===== config.mk =====
export PLATFORM = sky130hd
export DESIGN_NAME = lbp_stream
export DESIGN_NICKNAME = d
export VERILOG_FILES = /design/src/rtl/lbp_pkg.sv /design/src/rtl/lbp_window.sv /design/src/rtl/lbp_stream.sv
export SDC_FILE = /design/constraint.sdc
export NUM_CORES = 1
export LEC_CHECK = 0
export BUFFER_PORTS_ARGS = -buffer_cell sky130_fd_sc_hd__buf_2
export CAP_MARGIN = 20
export CORE_MARGIN = 1.5
export CORE_UTILIZATION = 49
export DETAILED_ROUTE_END_ITERATION = 7
export PLACE_DENSITY_LB_ADDON = 0.12
export SETUP_SLACK_MARGIN = 0.3
export SYNTH_ARGS = -nofsm -noshare
export SYNTH_HDL_FRONTEND = slang
export SYNTH_SLANG_ARGS = --single-unit

===== constraint.sdc =====
create_clock -name clk -period 5.2 [get_ports clk]
set_input_delay 0 -clock clk [delete_from_list [all_inputs] [get_ports clk]]
set_output_delay 0 -clock clk [all_outputs]
set_load 0.1 [all_outputs]

===== src/rtl/lbp_pkg.sv =====
// Shared types and helpers for the streaming LBP engine: FSM states,
// neighbour bit positions in the code, and the raster address function.
package lbp_pkg;

    typedef enum logic [2:0] {
        ST_IDLE,
        ST_PRIME,
        ST_FETCH,
        ST_CALC,
        ST_BORDER,
        ST_DONE
    } lbp_state_e;

    localparam int NB_TL = 0;
    localparam int NB_T  = 1;
    localparam int NB_TR = 2;
    localparam int NB_L  = 3;
    localparam int NB_R  = 4;
    localparam int NB_BL = 5;
    localparam int NB_B  = 6;
    localparam int NB_BR = 7;

    function automatic int pix_addr(input int row, input int col, input int width);
        return row * width + col;
    endfunction

endpackage


===== src/rtl/lbp_window.sv =====
// 3x3 sliding window: two stored columns plus the column being fetched, and
// the 8-neighbour comparator tree evaluated as the last pixel arrives.
module lbp_window
    import lbp_pkg::*;
#(
    parameter int DW = 8
) (
    input  logic          clk,
    input  logic          reset,
    input  logic          shift_en,
    input  logic [1:0]    row_sel,
    input  logic [DW-1:0] din,
    input  logic [DW-1:0] th,
    output logic [7:0]    code
);

    logic [DW-1:0] left_q  [3];
    logic [DW-1:0] left_d  [3];
    logic [DW-1:0] mid_q   [3];
    logic [DW-1:0] mid_d   [3];
    logic [DW-1:0] right_q [2];
    logic [DW-1:0] right_d [2];

    // Sum kept one bit wider so centre + th can never wrap.
    function automatic logic nb_set(input logic [DW-1:0] nb, input logic [DW-1:0] ctr,
                                    input logic [DW-1:0] t);
        return {1'b0, nb} >= ({1'b0, ctr} + {1'b0, t});
    endfunction

    always_comb begin
        left_d  = left_q;
        mid_d   = mid_q;
        right_d = right_q;
        if (shift_en) begin
            if (row_sel == 2'd2) begin
                left_d   = mid_q;
                mid_d[0] = right_q[0];
                mid_d[1] = right_q[1];
                mid_d[2] = din;
            end else begin
                right_d[row_sel[0]] = din;
            end
        end
    end

    always_ff @(posedge clk) begin
        if (reset) begin
            left_q  <= '{default: '0};
            mid_q   <= '{default: '0};
            right_q <= '{default: '0};
        end else begin
            left_q  <= left_d;
            mid_q   <= mid_d;
            right_q <= right_d;
        end
    end

    // The bottom-right neighbour is the live read data, so the code is valid
    // in the cycle the third row of the right column returns.
    always_comb begin
        code        = '0;
        code[NB_TL] = nb_set(left_q[0],  mid_q[1], th);
        code[NB_T]  = nb_set(mid_q[0],   mid_q[1], th);
        code[NB_TR] = nb_set(right_q[0], mid_q[1], th);
        code[NB_L]  = nb_set(left_q[1],  mid_q[1], th);
        code[NB_R]  = nb_set(right_q[1], mid_q[1], th);
        code[NB_BL] = nb_set(left_q[2],  mid_q[1], th);
        code[NB_B]  = nb_set(mid_q[2],   mid_q[1], th);
        code[NB_BR] = nb_set(din,        mid_q[1], th);
    end

endmodule


===== src/rtl/lbp_stream.sv =====
// Streaming LBP engine: reads a grey image column by column through a sliding
// 3x3 window and writes one 8-bit code per interior pixel (optionally zeros on the border).
module lbp_stream
    import lbp_pkg::*;
#(
    parameter int IMG_W       = 128,
    parameter int IMG_H       = 128,
    parameter int DW          = 8,
    parameter int AW          = 14,
    parameter int BORDER_ZERO = 0
) (
    input  logic          clk,
    input  logic          reset,
    input  logic          gray_ready,
    input  logic [DW-1:0] lbp_th,
    output logic [AW-1:0] gray_addr,
    output logic          gray_req,
    input  logic [DW-1:0] gray_data,
    output logic [AW-1:0] lbp_addr,
    output logic          lbp_valid,
    output logic [7:0]    lbp_data,
    output logic          finish
);

    localparam logic [AW-1:0] ONE      = AW'(1);
    localparam logic [AW-1:0] COL_LAST = AW'(IMG_W - 2);
    localparam logic [AW-1:0] ROW_LAST = AW'(IMG_H - 2);
    localparam logic [AW-1:0] W_MAX    = AW'(IMG_W - 1);
    localparam logic [AW-1:0] H_MAX    = AW'(IMG_H - 1);

    lbp_state_e    state_q, state_d;
    logic [2:0]    idx_q, idx_d, nidx;
    logic [AW-1:0] row_q, row_d, col_q, col_d;
    logic [DW-1:0] th_q, th_d;
    logic          gray_req_q, gray_req_d;
    logic [AW-1:0] gray_addr_q, gray_addr_d;
    logic          lbp_valid_q, lbp_valid_d;
    logic [AW-1:0] lbp_addr_q, lbp_addr_d;
    logic [7:0]    lbp_data_q, lbp_data_d;
    logic          finish_q, finish_d;
    logic          rd_vld_q, rd_vld_d;
    logic [1:0]    rd_row_q, rd_row_d;
    logic [7:0]    code;

    function automatic logic [AW-1:0] addr_of(input logic [AW-1:0] row, input logic [AW-1:0] col);
        return AW'(pix_addr(int'(row), int'(col), IMG_W));
    endfunction

    // Prime order is column 0 rows 0..2, then column 1 rows 0..2.
    function automatic logic [1:0] prime_row(input logic [2:0] idx);
        return (idx < 3'd3) ? idx[1:0] : 2'(idx - 3'd3);
    endfunction

    function automatic logic [AW-1:0] prime_col(input logic [2:0] idx);
        return (idx < 3'd3) ? '0 : ONE;
    endfunction

    lbp_window #(.DW(DW)) u_window (
        .clk     (clk),
        .reset   (reset),
        .shift_en(rd_vld_q),
        .row_sel (rd_row_q),
        .din     (gray_data),
        .th      (th_q),
        .code    (code)
    );

    always_comb begin
        state_d     = state_q;
        idx_d       = idx_q;
        nidx        = idx_q + 3'd1;
        row_d       = row_q;
        col_d       = col_q;
        th_d        = th_q;
        gray_req_d  = 1'b0;
        gray_addr_d = gray_addr_q;
        lbp_valid_d = 1'b0;
        lbp_addr_d  = lbp_addr_q;
        lbp_data_d  = lbp_data_q;
        finish_d    = finish_q;
        rd_vld_d    = gray_req_q;
        rd_row_d    = 2'd0;

        case (state_q)
            ST_PRIME: rd_row_d = prime_row(idx_q);
            ST_FETCH: rd_row_d = idx_q[1:0];
            default:  rd_row_d = 2'd0;
        endcase

        case (state_q)
            ST_IDLE: begin
                if (gray_ready) begin
                    th_d        = lbp_th;
                    row_d       = ONE;
                    col_d       = ONE;
                    idx_d       = '0;
                    state_d     = ST_PRIME;
                    gray_req_d  = 1'b1;
                    gray_addr_d = '0;
                end
            end
            ST_PRIME: begin
                gray_req_d = 1'b1;
                if (idx_q != 3'd5) begin
                    idx_d       = nidx;
                    gray_addr_d = addr_of(row_q - ONE + AW'(prime_row(nidx)),
                                          col_q - ONE + prime_col(nidx));
                end else begin
                    idx_d       = '0;
                    state_d     = ST_FETCH;
                    gray_addr_d = addr_of(row_q - ONE, col_q + ONE);
                end
            end
            ST_FETCH: begin
                if (idx_q != 3'd2) begin
                    gray_req_d  = 1'b1;
                    idx_d       = nidx;
                    gray_addr_d = addr_of(row_q - ONE + AW'(nidx[1:0]), col_q + ONE);
                end else begin
                    state_d = ST_CALC;
                end
            end
            ST_CALC: begin
                lbp_valid_d = 1'b1;
                lbp_data_d  = code;
                lbp_addr_d  = addr_of(row_q, col_q);
                idx_d       = '0;
                if (col_q < COL_LAST) begin
                    col_d       = col_q + ONE;
                    state_d     = ST_FETCH;
                    gray_req_d  = 1'b1;
                    gray_addr_d = addr_of(row_q - ONE, col_q + AW'(2));
                end else if (row_q < ROW_LAST) begin
                    row_d       = row_q + ONE;
                    col_d       = ONE;
                    state_d     = ST_PRIME;
                    gray_req_d  = 1'b1;
                    gray_addr_d = addr_of(row_q, '0);
                end else if (BORDER_ZERO != 0) begin
                    row_d   = '0;
                    col_d   = '0;
                    state_d = ST_BORDER;
                end else begin
                    state_d = ST_DONE;
                end
            end
            ST_BORDER: begin
                // Raster walk of the frame: full top/bottom rows, two ends elsewhere.
                lbp_valid_d = 1'b1;
                lbp_data_d  = '0;
                lbp_addr_d  = addr_of(row_q, col_q);
                if (row_q == H_MAX && col_q == W_MAX) begin
                    state_d = ST_DONE;
                end else if (col_q == W_MAX) begin
                    row_d = row_q + ONE;
                    col_d = '0;
                end else if (row_q == '0 || row_q == H_MAX) begin
                    col_d = col_q + ONE;
                end else begin
                    col_d = W_MAX;
                end
            end
            ST_DONE: begin
                finish_d = 1'b1;
            end
            default: begin
                state_d = ST_IDLE;
            end
        endcase
    end

    always_ff @(posedge clk) begin
        if (reset) begin
            state_q     <= ST_IDLE;
            idx_q       <= '0;
            row_q       <= '0;
            col_q       <= '0;
            th_q        <= '0;
            gray_req_q  <= 1'b0;
            gray_addr_q <= '0;
            lbp_valid_q <= 1'b0;
            lbp_addr_q  <= '0;
            lbp_data_q  <= '0;
            finish_q    <= 1'b0;
            rd_vld_q    <= 1'b0;
            rd_row_q    <= '0;
        end else begin
            state_q     <= state_d;
            idx_q       <= idx_d;
            row_q       <= row_d;
            col_q       <= col_d;
            th_q        <= th_d;
            gray_req_q  <= gray_req_d;
            gray_addr_q <= gray_addr_d;
            lbp_valid_q <= lbp_valid_d;
            lbp_addr_q  <= lbp_addr_d;
            lbp_data_q  <= lbp_data_d;
            finish_q    <= finish_d;
            rd_vld_q    <= rd_vld_d;
            rd_row_q    <= rd_row_d;
        end
    end

    assign gray_addr = gray_addr_q;
    assign gray_req  = gray_req_q;
    assign lbp_addr  = lbp_addr_q;
    assign lbp_valid = lbp_valid_q;
    assign lbp_data  = lbp_data_q;
    assign finish    = finish_q;

endmodule


==> metrics.md <==
| Metric | Value |
|---|---|
| Pin count of the biggest net entering global routing | 83 |
| Crit. End Element | flip-flop |
| Gpl congestion | 0.953 |
| Fin crit period | 4.40 ns |
| Leakage power | 0.00454 µW |
| Layout cells sized above 1 | 8.19% |
| Internal Power | 3170 µW |
| FF/Latch Area | 2960 µm² |
| Worst R2R Setup Slack | 0.80 ns |
| # clock sinks | 148 |
| Commonest non-fill, non-tap cell in the layout | nand2_1 |
| Count of mapped cells out of synthesis | 1249 |
| Skew final | 0.00786 ns |
| Cell Rows | 51 |
| RSZ-0062 raised after global routing | false |
| Worst path arrival time | 4.69 ns |
| Mean Syn Cell Area | 7.97 µm² |
| Net Sw Frac | 46.5% |
| 1st-iter DRT viols | 682 |
| # diodes | 0 |
| MaxCap Viol Count | 0 |
| Period Utilization, post-route | 84.7% |
| Number of global-route vias before repair | 8166 |
| CTS tree | yes |
| Worst-margin pin slew | 1.12 ns |
| Die ar. | 21200 µm² |
| Seq pwr share | 22.9% |
| Filler Cells Inserted | 1881 |
| IO buf count | 57 |
| Final hold vios | 0 |
| Final wirelength | 27.5 mm |
| Final instance area | 11100 µm² |
| Fmax | 227 MHz |
| Initial core utilization | 50.5% |
| Final Max Tran Viols | 0 |
| Final cell count without fillers | 1572 |
| Post-DP HPWL | 20.1 mm |
| Inst Count DP | 1526 |
| CTS buffer count | 17 |
| Dpl cell area | 10400 µm² |
| DRT Pass-1 Iters | 5 |
| DRC viols | 0 |
| Post-CTS resize count | 0 |
| Ys async rst share | 0% |
| Kind of critical path | reg -> reg |
| Synth warn | 0 |
| DR WL/cell | 17.5 µm |
| Startpoint types | flip-flop |
| Power share of the combinational group | 57.2% |
| CTS root buffer | clkbuf_16 |
| Post-route ant nets | 0 |
| GRT overflow | 0 |
| H-tree Lvls | 4 |
| Die extent in x | 146 µm |
| Setup violators final | 0 |
| Slew HR | 25.1% |
| Core ar. | 19700 µm² |
| Synth Register Bits | 148 |
| Synth unique cells | 68 |
| Status | finished clean |
| Die outline height | 146 µm |
| Clock Path Buffers | 2 |
| Vias | 8971 |
| Area growth syn-to-layout | 11.8% |
| WP data required | 5.49 ns |
| Initial antenna violation count | 0 |
| Synth Flop Type | dfxtp_1 |
| First-pass GRT wire length | 44.0 mm |
| Setup Buffers After CTS | 0 |
| EDFF count, synth | 0 |
| Multi-input gate area | 6550 µm² |
| Crit Path Max Fanout | 8 |
| Sw Pwr | 2760 µW |
| Final net count | 1452 |
| Vias/cell | 5.71 |
| Pwr dens | 533 nW/µm² |
| Mapped Area | 9960 µm² |
| Min Hold Slack | 0.0315 ns |
| IO Count | 58 |
| Hold crit path type | in -> reg |
| Final core occ | 56.5% |
| Most frequent cells in the layout | 188 x nand2_1, 148 x dfxtp_1, 140 x a21oi_1, 130 x ha_1, 104 x nor2_1 |
| Clk pwr share | 19.9% |
| Fin Setup TNS | 0 ns |
| Clock-pin slew on the worst setup and hold paths | 0.07 ns |
| Seq/Total Area, Yosys | 29.8% |
| Mapped Nets | 1405 |
| Worst VDD drop | 0.000395 V |
| Aggregate global-route resource usage | 25.9% |
| Skew-Pair Late Insertion Delay | 0.43 ns |
==> critical path, stage by stage, from the launching register on <==
cell,delay [ns]
dfxtp_1,0.46
inv_1,0.18
ha_1,0.38
inv_1,0.12
nor2_1,0.11
mux2_2,0.15
ha_1,0.16
inv_1,0.06
fa_1,0.43
o21ai_0,0.10
o21ai_0,0.13
xor2_1,0.16
ha_1,0.30
inv_1,0.04
ha_1,0.33
a21oi_1,0.14
o21ai_0,0.12
a21o_1,0.19
a31oi_1,0.19
xnor2_1,0.10
a221oi_1,0.31
a211oi_1,0.11
==> registers in the layout, summed over array words and instances, names as in the netlist <==
name	count
gray_req	1
rd_vld_q	1
th_q	8
lbp_data	8
u_window.right_q	16
gray_addr	14
u_window.left_q	24
finish	1
state_q	3
row_q	14
rd_row_q	2
u_window.mid_q	24
idx_q	3
lbp_addr	14
lbp_valid	1
col_q	14
==> logic make-up after synthesis <==
group / count (synthesis) / synth area share [%]
and+or+nand+nor: 421 / 19.0
AOI/OAI and AO/OA: 350 / 22.1
DFF: 148 / 29.8
adders and majority gates: 137 / 17.7
buffers and inverters: 118 / 4.56
xor gates and xnor gates: 65 / 5.86
muxes: 10 / 1.03
==> layer usage <==
layer,vias to the layer above,global-route usage (%),part of all wire [%]
met5,-,0,0
met4,0,6.38,1.4
met3,36,4.92,7.1
li1,4517,-,-
met2,287,36.6,41
met1,4131,39.8,51
==> power by group through the flow <==
stage | sequential [µW] | combinational [µW] | clock [µW]
floorplan | 1670 | 2280 | 0
global placement | 1380 | 3290 | 0
detailed placement | 1380 | 3310 | 0
CTS | 1360 | 3350 | 1200
global route | 1380 | 3730 | 1250
finish | 1360 | 3390 | 1180
==> worst paths after layout <==
kind | startpoint | end | cells past startpoint
worst max-delay path | idx_q[0] | gray_addr[13] | 21
worst min-delay path | reset | col_q[0] | 2
worst max register to register | idx_q[0] | gray_addr[13] | 21
worst min register to register | lbp_addr[0] | lbp_addr[0] | 2
==> what timing repair did <==
action	in CTS	in global routing
endpoints found under the hold margin	32	0
hold buffers	16	0
setup endpoints to repair	0	0
==> layout make-up <==
class	instances	share of cell area (%)
clock buffer	20	4.01
clock inverter	10	0.933
inverter	67	2.26
multi-input combinational	983	58.8
sequential	148	26.6
tap	265	2.98
timing repair buffer	79	4.43
==> Yosys cell counts, types with 3 or more instances <==
cell	number	share of area, %
xnor2_1	42	3.7
dfxtp_1	148	30
or3_1	5	0.31
a21oi_1	141	7.1
a21boi_0	3	0.23
nor2b_1	10	0.63
or2_2	5	0.31
inv_1	67	2.5
nor4_1	6	0.38
and3_1	7	0.44
o21ai_0	46	2.3
o31ai_1	8	0.60
a221oi_1	11	0.97
a22oi_1	7	0.53
mux2i_1	8	0.80
xor2_1	22	1.9
ha_1	130	16
nor3_1	26	1.3
nand3_1	25	1.3
o22a_1	4	0.35
a21o_1	31	2.3
a22o_1	6	0.53
buf_1	8	0.30
o22ai_1	6	0.38
o21a_1	5	0.38
nand3b_1	5	0.38
nand4_1	8	0.50
fa_1	7	1.4
clkbuf_1	39	1.5
nand2_1	188	7.1
a31oi_1	6	0.38
a211oi_1	26	2.0
nor2_1	104	3.9
buf_2	3	0.15
nand2b_1	15	0.94
and2_1	5	0.31
o21bai_1	6	0.45
o211ai_1	15	1.1
o21ai_1	5	0.25
==> through the flow <==
step           setup slack, ns  power [µW]
2_1_floorplan             1.33        3950
3_3_place_gp              1.05        4670
3_5_place_dp             0.930        4690
4_1_cts                  0.885        5900
5_1_grt                  0.462        6360
6_report                 0.798        5930
Power figures use the tool's default switching activity.
